`src/rtl/alu_instr_sequencer.sv`:
```
`default_nettype none
// ============================================================================
// Module   : alu_instr_sequencer
// Purpose  : T-state control unit for the phase-1 datapath. It fetches one
//            instruction, decodes it from IR, and sequences ALU or HI/LO ops.
// Revision : 1.0  initial release
// ============================================================================
module alu_instr_sequencer #(
  parameter int MEM_TIMEOUT = 15
) (
  input  logic        clock,
  input  logic        clear_n,
  input  logic        run,
  input  logic [31:0] ir,
  input  logic        mem_ready,
  output logic        PCout,
  output logic        MARin,
  output logic        IncPC,
  output logic        Read,
  output logic        MDRin,
  output logic        MDRout,
  output logic        IRin,
  output logic        Yin,
  output logic        ZLowIn,
  output logic        ZHighIn,
  output logic        ZLowOut,
  output logic        ZHighOut,
  output logic        LOin,
  output logic        HIin,
  output logic [15:0] Rin,
  output logic [15:0] Rout,
  output logic [4:0]  alu_op,
  output logic        done,
  output logic        illegal,
  output logic        bus_err,
  output logic        halted
);

  localparam logic [4:0] c_OP_ADD  = 5'b00011;
  localparam logic [4:0] c_OP_SUB  = 5'b00100;
  localparam logic [4:0] c_OP_AND  = 5'b00101;
  localparam logic [4:0] c_OP_OR   = 5'b00110;
  localparam logic [4:0] c_OP_SHR  = 5'b00111;
  localparam logic [4:0] c_OP_SHL  = 5'b01000;
  localparam logic [4:0] c_OP_MUL  = 5'b01111;
  localparam logic [4:0] c_OP_DIV  = 5'b10000;
  localparam logic [4:0] c_OP_NEG  = 5'b10001;
  localparam logic [4:0] c_OP_NOT  = 5'b10010;
  localparam logic [4:0] c_OP_NOP  = 5'b11010;
  localparam logic [4:0] c_OP_HALT = 5'b11011;

  localparam logic [7:0] c_WAIT_LAST = 8'(MEM_TIMEOUT - 1);

  typedef enum logic [3:0] {
    S_IDLE = 4'd0,
    S_T0   = 4'd1,
    S_T1   = 4'd2,
    S_T2   = 4'd3,
    S_T3   = 4'd4,
    S_T4   = 4'd5,
    S_T5   = 4'd6,
    S_T6   = 4'd7,
    S_DONE = 4'd8,
    S_ILL  = 4'd9,
    S_HALT = 4'd10
  } state_t;

  state_t     r_state;
  state_t     w_next;
  logic [7:0] r_wait_cnt;
  logic       r_bus_err;

  logic [4:0] w_op;
  logic [3:0] w_ra;
  logic [3:0] w_rb;
  logic [3:0] w_rc;
  logic       w_is_alu3;
  logic       w_is_unary;
  logic       w_is_muldiv;
  logic       w_is_exec;
  logic       w_timeout;
  logic       w_unused;

  assign w_op     = ir[31:27];
  assign w_ra     = ir[26:23];
  assign w_rb     = ir[22:19];
  assign w_rc     = ir[18:15];
  assign w_unused = ^ir[14:0];

  always_comb begin
    w_is_alu3   = 1'b0;
    w_is_unary  = 1'b0;
    w_is_muldiv = 1'b0;
    case (w_op)
      c_OP_ADD, c_OP_SUB, c_OP_AND, c_OP_OR, c_OP_SHR, c_OP_SHL: w_is_alu3 = 1'b1;
      c_OP_NEG, c_OP_NOT:                                       w_is_unary = 1'b1;
      c_OP_MUL, c_OP_DIV:                                       w_is_muldiv = 1'b1;
      default: ;
    endcase
  end

  assign w_is_exec = w_is_alu3 | w_is_unary | w_is_muldiv;
  assign w_timeout = (r_state == S_T1) && !mem_ready && (r_wait_cnt == c_WAIT_LAST);

  always_ff @(posedge clock or negedge clear_n) begin
    if (!clear_n) begin
      r_state    <= S_IDLE;
      r_wait_cnt <= '0;
      r_bus_err  <= 1'b0;
    end else begin
      r_state <= w_next;
      if ((r_state == S_T1) && !mem_ready) begin
        r_wait_cnt <= r_wait_cnt + 8'd1;
      end else begin
        r_wait_cnt <= '0;
      end
      if (w_timeout) begin
        r_bus_err <= 1'b1;
      end
    end
  end

  // Opcode class is resolved as the sequencer leaves T2, so the IR must hold
  // the fetched word by the end of that cycle.
  always_comb begin
    w_next = r_state;
    case (r_state)
      S_IDLE: if (run) w_next = S_T0;
      S_T0:   w_next = S_T1;
      S_T1: begin
        if (mem_ready)      w_next = S_T2;
        else if (w_timeout) w_next = S_HALT;
      end
      S_T2: begin
        if (w_op == c_OP_NOP)       w_next = S_DONE;
        else if (w_op == c_OP_HALT) w_next = S_HALT;
        else if (w_is_exec)         w_next = S_T3;
        else                        w_next = S_ILL;
      end
      S_T3:          w_next = S_T4;
      S_T4:          w_next = S_T5;
      S_T5:          w_next = w_is_muldiv ? S_T6 : S_DONE;
      S_T6:          w_next = S_DONE;
      S_DONE, S_ILL: w_next = run ? S_T0 : S_IDLE;
      S_HALT:        w_next = S_HALT;
      default:       w_next = S_IDLE;
    endcase
  end

  always_comb begin
    PCout    = 1'b0;
    MARin    = 1'b0;
    IncPC    = 1'b0;
    Read     = 1'b0;
    MDRin    = 1'b0;
    MDRout   = 1'b0;
    IRin     = 1'b0;
    Yin      = 1'b0;
    ZLowIn   = 1'b0;
    ZHighIn  = 1'b0;
    ZLowOut  = 1'b0;
    ZHighOut = 1'b0;
    LOin     = 1'b0;
    HIin     = 1'b0;
    Rin      = '0;
    Rout     = '0;
    alu_op   = '0;
    done     = 1'b0;
    illegal  = 1'b0;
    halted   = 1'b0;
    case (r_state)
      S_T0: begin
        PCout  = 1'b1;
        MARin  = 1'b1;
        IncPC  = 1'b1;
        ZLowIn = 1'b1;
      end
      S_T1: begin
        Read  = 1'b1;
        MDRin = 1'b1;
      end
      S_T2: begin
        MDRout = 1'b1;
        IRin   = 1'b1;
      end
      S_T3: begin
        Rout   = 16'd1 << w_rb;
        Yin    = 1'b1;
        alu_op = w_op;
      end
      S_T4: begin
        // Unary ops take their single operand from rb on the bus.
        Rout    = w_is_unary ? (16'd1 << w_rb) : (16'd1 << w_rc);
        ZLowIn  = 1'b1;
        ZHighIn = w_is_muldiv;
        alu_op  = w_op;
      end
      S_T5: begin
        ZLowOut = 1'b1;
        if (w_is_muldiv) LOin = 1'b1;
        else             Rin  = 16'd1 << w_ra;
      end
      S_T6: begin
        ZHighOut = 1'b1;
        HIin     = 1'b1;
      end
      S_DONE: done = 1'b1;
      S_ILL: begin
        done    = 1'b1;
        illegal = 1'b1;
      end
      S_HALT:  halted = 1'b1;
      default: ;
    endcase
  end

  assign bus_err = r_bus_err;

endmodule
`default_nettype wire

```
`config.mk`:
```
export PLATFORM = sky130hd
export DESIGN_NAME = alu_instr_sequencer
export DESIGN_NICKNAME = d
export VERILOG_FILES = /design/src/rtl/alu_instr_sequencer.sv
export SDC_FILE = /design/constraint.sdc
export NUM_CORES = 1
export LEC_CHECK = 0
export CAP_MARGIN = 25
export CORE_MARGIN = 2
export CORE_UTILIZATION = 37
export CTS_BUF_LIST = sky130_fd_sc_hd__clkbuf_8
export DETAILED_ROUTE_END_ITERATION = 8
export PLACE_DENSITY = 0.93
export SLEW_MARGIN = 30
export SYNTH_ARGS = -nofsm -noshare
export SYNTH_HDL_FRONTEND = slang
export SYNTH_SLANG_ARGS = --single-unit
```
`constraint.sdc`:
```
create_clock -name clock -period 2.6 [get_ports clock]
set_input_delay 0.52 -clock clock [delete_from_list [all_inputs] [get_ports clock]]
set_output_delay 0.52 -clock clock [all_outputs]
set_load 0.01 [all_outputs]
```
### After elaboration in Yosys (flattened, before gate mapping)

Cells that the tools add are included.

* register bits: 13
* input port bits: 36

* add/sub/neg operators: 1
* equality and inequality tests: 25
* shift operators: 3
* multiplexer cells: 31
* bitwise logic cells: 2
* reductions and logical operators: 11

Operators by type and width (number)
* 2-to-1 mux 16 bit: 3
* << shifter 1 x 4 -> 16 bit (first input constant): 3
* case mux 4 bit (10 select lines): 1
* case mux 16 bit (2 select lines): 1
* 2-to-1 mux 4 bit: 7
* == test 5 bit (second input constant): 5
* == test 5 x 3 -> 1 bit (second input constant): 4
* 2-to-1 mux 1 bit: 17
* == test 4 x 3 -> 1 bit (second input constant): 4
* == test 4 bit (second input constant): 3
* == test 5 x 4 -> 1 bit (second input constant): 2
* OR reduction 2 bit: 5
* adder 8 x 1 -> 8 bit (second input constant): 1
* == test 4 x 2 -> 1 bit (second input constant): 2
* == test 8 x 4 -> 1 bit (second input constant): 1
* 2-to-1 mux 8 bit: 1
* OR reduction 6 bit: 1
* == test 5 x 2 -> 1 bit (second input constant): 1
* 2-to-1 mux 5 bit: 1
* == test 4 x 1 -> 1 bit (second input constant): 1
* zero test 4 bit: 1
* inequality test 3 bit (second input constant): 1
* logical AND 1 bit: 2
* inequality test 2 bit (second input constant): 1
* 3 further kinds: 4

### Longest topological paths before layout

* word-level depth: 9
* mapped depth: 6
* mapped depth without buffers: 6

### Worst setup path after synthesis

OpenSTA, ideal clock, no wires.

* kind: input-to-output
* from: input port ir[28]
* to: output port Rout[0]
* arrival: 1.831 ns
* required time: 2.080 ns
* slack: 0.249 ns
* cell stages on the path: 5
* buffers on the path: 1
* path through: buf_2 -> xor2_1 -> a21oi_2 -> or3b_1 -> o32ai_1

* word-level cells in the longest chain between the ends: 5
* elaborated cells on any way between the ends: 6
* classes of those cells: 2 x eq/ne; 3 x mux; 1 x reduce/logical

RTL lines
* start: declaration: RTL line 14 `input logic [31:0] ir,`
* == test 5 bit: RTL line 94 `case (w_op)`
* OR reduction 2 bit *: RTL line 94
* 2-to-1 mux 1 bit *: RTL line 94
* 2-to-1 mux 16 bit *: RTL line 193 `Rout = w_is_unary ? (16'd1 << w_rb) : (16'd1 << w_rc);`
* case mux 16 bit (2 select lines) *: RTL line 171 `case (r_state)`
* end: declaration: RTL line 31 `output logic [15:0] Rout,`

Every way passes the cells marked *; elsewhere a longest branch is shown, timed or not.

### Worst setup path in the final report

* from: input port ir[21]
* to: output port Rout[7]

* word-level cells in the longest chain between the ends: 3

RTL lines (RTL line)
* << shifter 1 x 4 -> 16 bit *: 187, 193
* 2-to-1 mux 16 bit: 193
* case mux 16 bit (2 select lines) *: 171

Marks and branches as above.

==> results.toml <==
[critical_path]
critPathLaunchType = "input pin"
crit_path_max_incr_delay_ns = 0.63
slowest_stage = "clkdlybuf4s50_1"
cp_cell_sequence = "clkdlybuf4s50_1 -> nand2_1 -> nor3b_1 -> nand3_1 -> o21ai_0 -> dlygate4sd2_1"
required_ns = 2.08
reg2reg_slack_ns = 0.78
worst-setup-path-type = "in2out"
rr_endpoint = "r_state[3]"
reg2reg_from = "r_state[0]"
worstPathMaxFanout = 6
r2r_cells = 5
end_kind = "output pin"
path_buf_inv = 2
crit_family = "buffers and inverters"
worstPathArrival_ns = 2.01

[sta]
drv_slew = 0
fin_crit_ns = 2.53
worst_pin_slew_ns = 0.586
finalClockSkew_ns = 0.00162
period_share_pct = 97.4
max_freq_mhz = 395
setup_viol = 0
fin_ws_ns = 0.0664
holdWs_ns = 0.464
hold_viol = 0
slew_headroom_pct = 60.8

[global_route]
overflow = 0
grt_max_degree = 14
grt_pass1_vias = 1689
grt_pass1_wl_mm = 7.60
grt_usage_pct = 22.7
antenna_found_initial = 0

[floorplanning]
io_pins = 91
core_mm2 = 0.00361
start_util_pct = 37.7
rows = 22
die_y_um = 64.6
die_x_um = 64.6
dieArea_mm2 = 0.00418

[worst_hold_path]
hold_depth = 1
hp-class = "reg2reg"
whs_endpoint = "bus_err"
hold_start = "bus_err"

[yosys]
ys_seq_area_share_pct = 23.9
synth_area_mm2 = 0.00136
syn_area_per_cell_um2 = 7.73
synth_cell_types = 48
ys_ff_latch = 13
post-synth-top-area-cell = "dfrtp_1"
synthTopCellsByArea = "dfrtp_1, nor2_1, nand2b_1"
postSynthCellCount = 176
synth_top_area_share_pct = 23.9
synth-edff-count = 0
synthArstFlopShare_pct = 100
synth_nets = 214
yosysWarnings = 0
ys.flop_type = "dfrtp_1"

[detailed_routing]
routed_wl_mm = 4.93
routedWlPerCell_um = 15.4
post_drt_via_cell_ratio = 5.49
drt_iter0_markers = 101
drcViolationCount = 0
vias = 1758
firstDrtPassIters = 4
ant_nets = 0

[place]
dpl.hpwl_mm = 3.54
dp_slack_ns = -0.686
port_buffers = 75
gp_routability_congestion = 0.868

[power]
powerDensity_mw_per_mm2 = 495
ir_drop_uv = 485
p_leak_nw = 1.09
power_mw = 1.18

[finish]
layout_commonest_cell = "clkdlybuf4s50_1"
final_cell_mix = "clkdlybuf4s50_1, buf_4, nor2_1"
drive_above_1_share_pct = 24.3
nets = 311
n_antenna_cell = 0
area_delta_synth_final_pct = 74.9

[cts]
cts_made_buffers = 3
cts_buffer_depth = 2
holdBufCountCts = 0
clk_pin_slew_worst_paths_ns = 0.06
clockRootBuffer = "clkbuf_8"
clock-sinks = 13
htreeDepth = 1
insertion_delay_ns = 0.25
cts_tree = "yes"

[flow_run]
drv_cap = 0

[status]
status = "complete, no violations"
==> synth_stat cells, types with 2 or more instances <==
| library cell | n |
|---|---|
| nor2_1 | 28 |
| dfrtp_1 | 13 |
| nand2b_1 | 10 |
| o22ai_1 | 10 |
| nor3_1 | 9 |
| nand3_1 | 8 |
| and2_1 | 7 |
| o32ai_1 | 6 |
| xor2_1 | 6 |
| and3_1 | 5 |
| buf_4 | 5 |
| clkbuf_1 | 5 |
| nand2_1 | 5 |
| nand3b_1 | 5 |
| inv_1 | 4 |
| a21oi_1 | 3 |
| nand4_1 | 3 |
| nand4b_1 | 3 |
| a21o_1 | 2 |
| a22oi_1 | 2 |
| buf_2 | 2 |
| ha_1 | 2 |
| nand4bb_1 | 2 |
| nor2b_1 | 2 |
| nor3b_1 | 2 |
| nor4_1 | 2 |
| o21ai_0 | 2 |
| or4_1 | 2 |
| xnor2_1 | 2 |
==> per-layer routing <==
layer / share of wire (%) / vias up / track usage [%] / wire length (um)
met5: 0 / - / 0 / 0
met4: 2.5 / 0 / 8.24 / 121
met3: 6.7 / 13 / 3.82 / 329
met2: 52 / 78 / 44.0 / 2570
met1: 39 / 820 / 24.5 / 1910
li1: - / 847 / - / -
==> sequential cells by signal, indices dropped and copies added, names as in the netlist <==
| register | flops |
|---|---|
| r_wait_cnt | 8 |
| bus_err | 1 |
| r_state | 4 |
==> area by class of cell <==
type	instances	area, um^2
flip-flops and latches	13	325
fillers	308	1230
inverters	4	15.0
repair buffers	105	896
well taps	48	60.1
clock buffers	3	41.3
clock inverters	1	5.00
multi-input cells	146	1040
==> per-stage QoR <==
stage / instances / util [%] / TNS [ns] / instance area (um^2)
after global routing: 320 / 66.0 / -0.0118 / 2380
after detailed placement: 312 / 63.6 / -17.58 / 2290
after floorplan: 176 / - / 0 / 1360
after global placement: 312 / 63.6 / -15.79 / 2290
final: 320 / 66.0 / 0 / 2380
after CTS: 320 / 65.9 / -0.0105 / 2370
==> how the worst max path moves through the flow <==
| stage | start | end | slack [ns] | depth (start not counted) |
|---|---|---|---|---|
| 3_3_place_gp | ir[28] | Rout[4] | -0.64 | 6 |
| 6_report | ir[21] | Rout[7] | 0.07 | 6 |
| 5_1_grt | ir[21] | Rout[7] | -0.01 | 6 |
| 2_1_floorplan | ir[28] | Rout[0] | 0.25 | 5 |
| 3_5_place_dp | ir[28] | Rout[4] | -0.69 | 6 |
| 4_1_cts | ir[29] | Rout[4] | -0.008 | 7 |
==> what timing repair did <==
action | 4_1_cts | 5_1_grt
setup endpoints to repair | 34 | 30
buffers inserted | 4 | 0
gates resized for setup | 69 | 14
pin swaps | 5 | 5
==> logic make-up (layout without fill, tap and decap cells) <==
family                   after synthesis  after routing  synth area share [%]
AO/OA/AOI/OAI                         38             38                  21.1
XOR/XNOR                               8              8                  5.15
adder cells (fa/ha/maj)                2              2                  1.84
buffers and inverters                 17            113                  6.35
flip-flops                            13             13                  23.9
AND/OR/NAND/NOR                       98             98                  41.7
==> report_power, final <==
group	leakage [nW]	switching, mW	total, mW	internal [mW]
clock	0.0255	0.0807	0.187	0.106
combinational	0.891	0.368	0.732	0.364
sequential	0.177	0.0259	0.259	0.233
(Power assumes the default switching activity.)
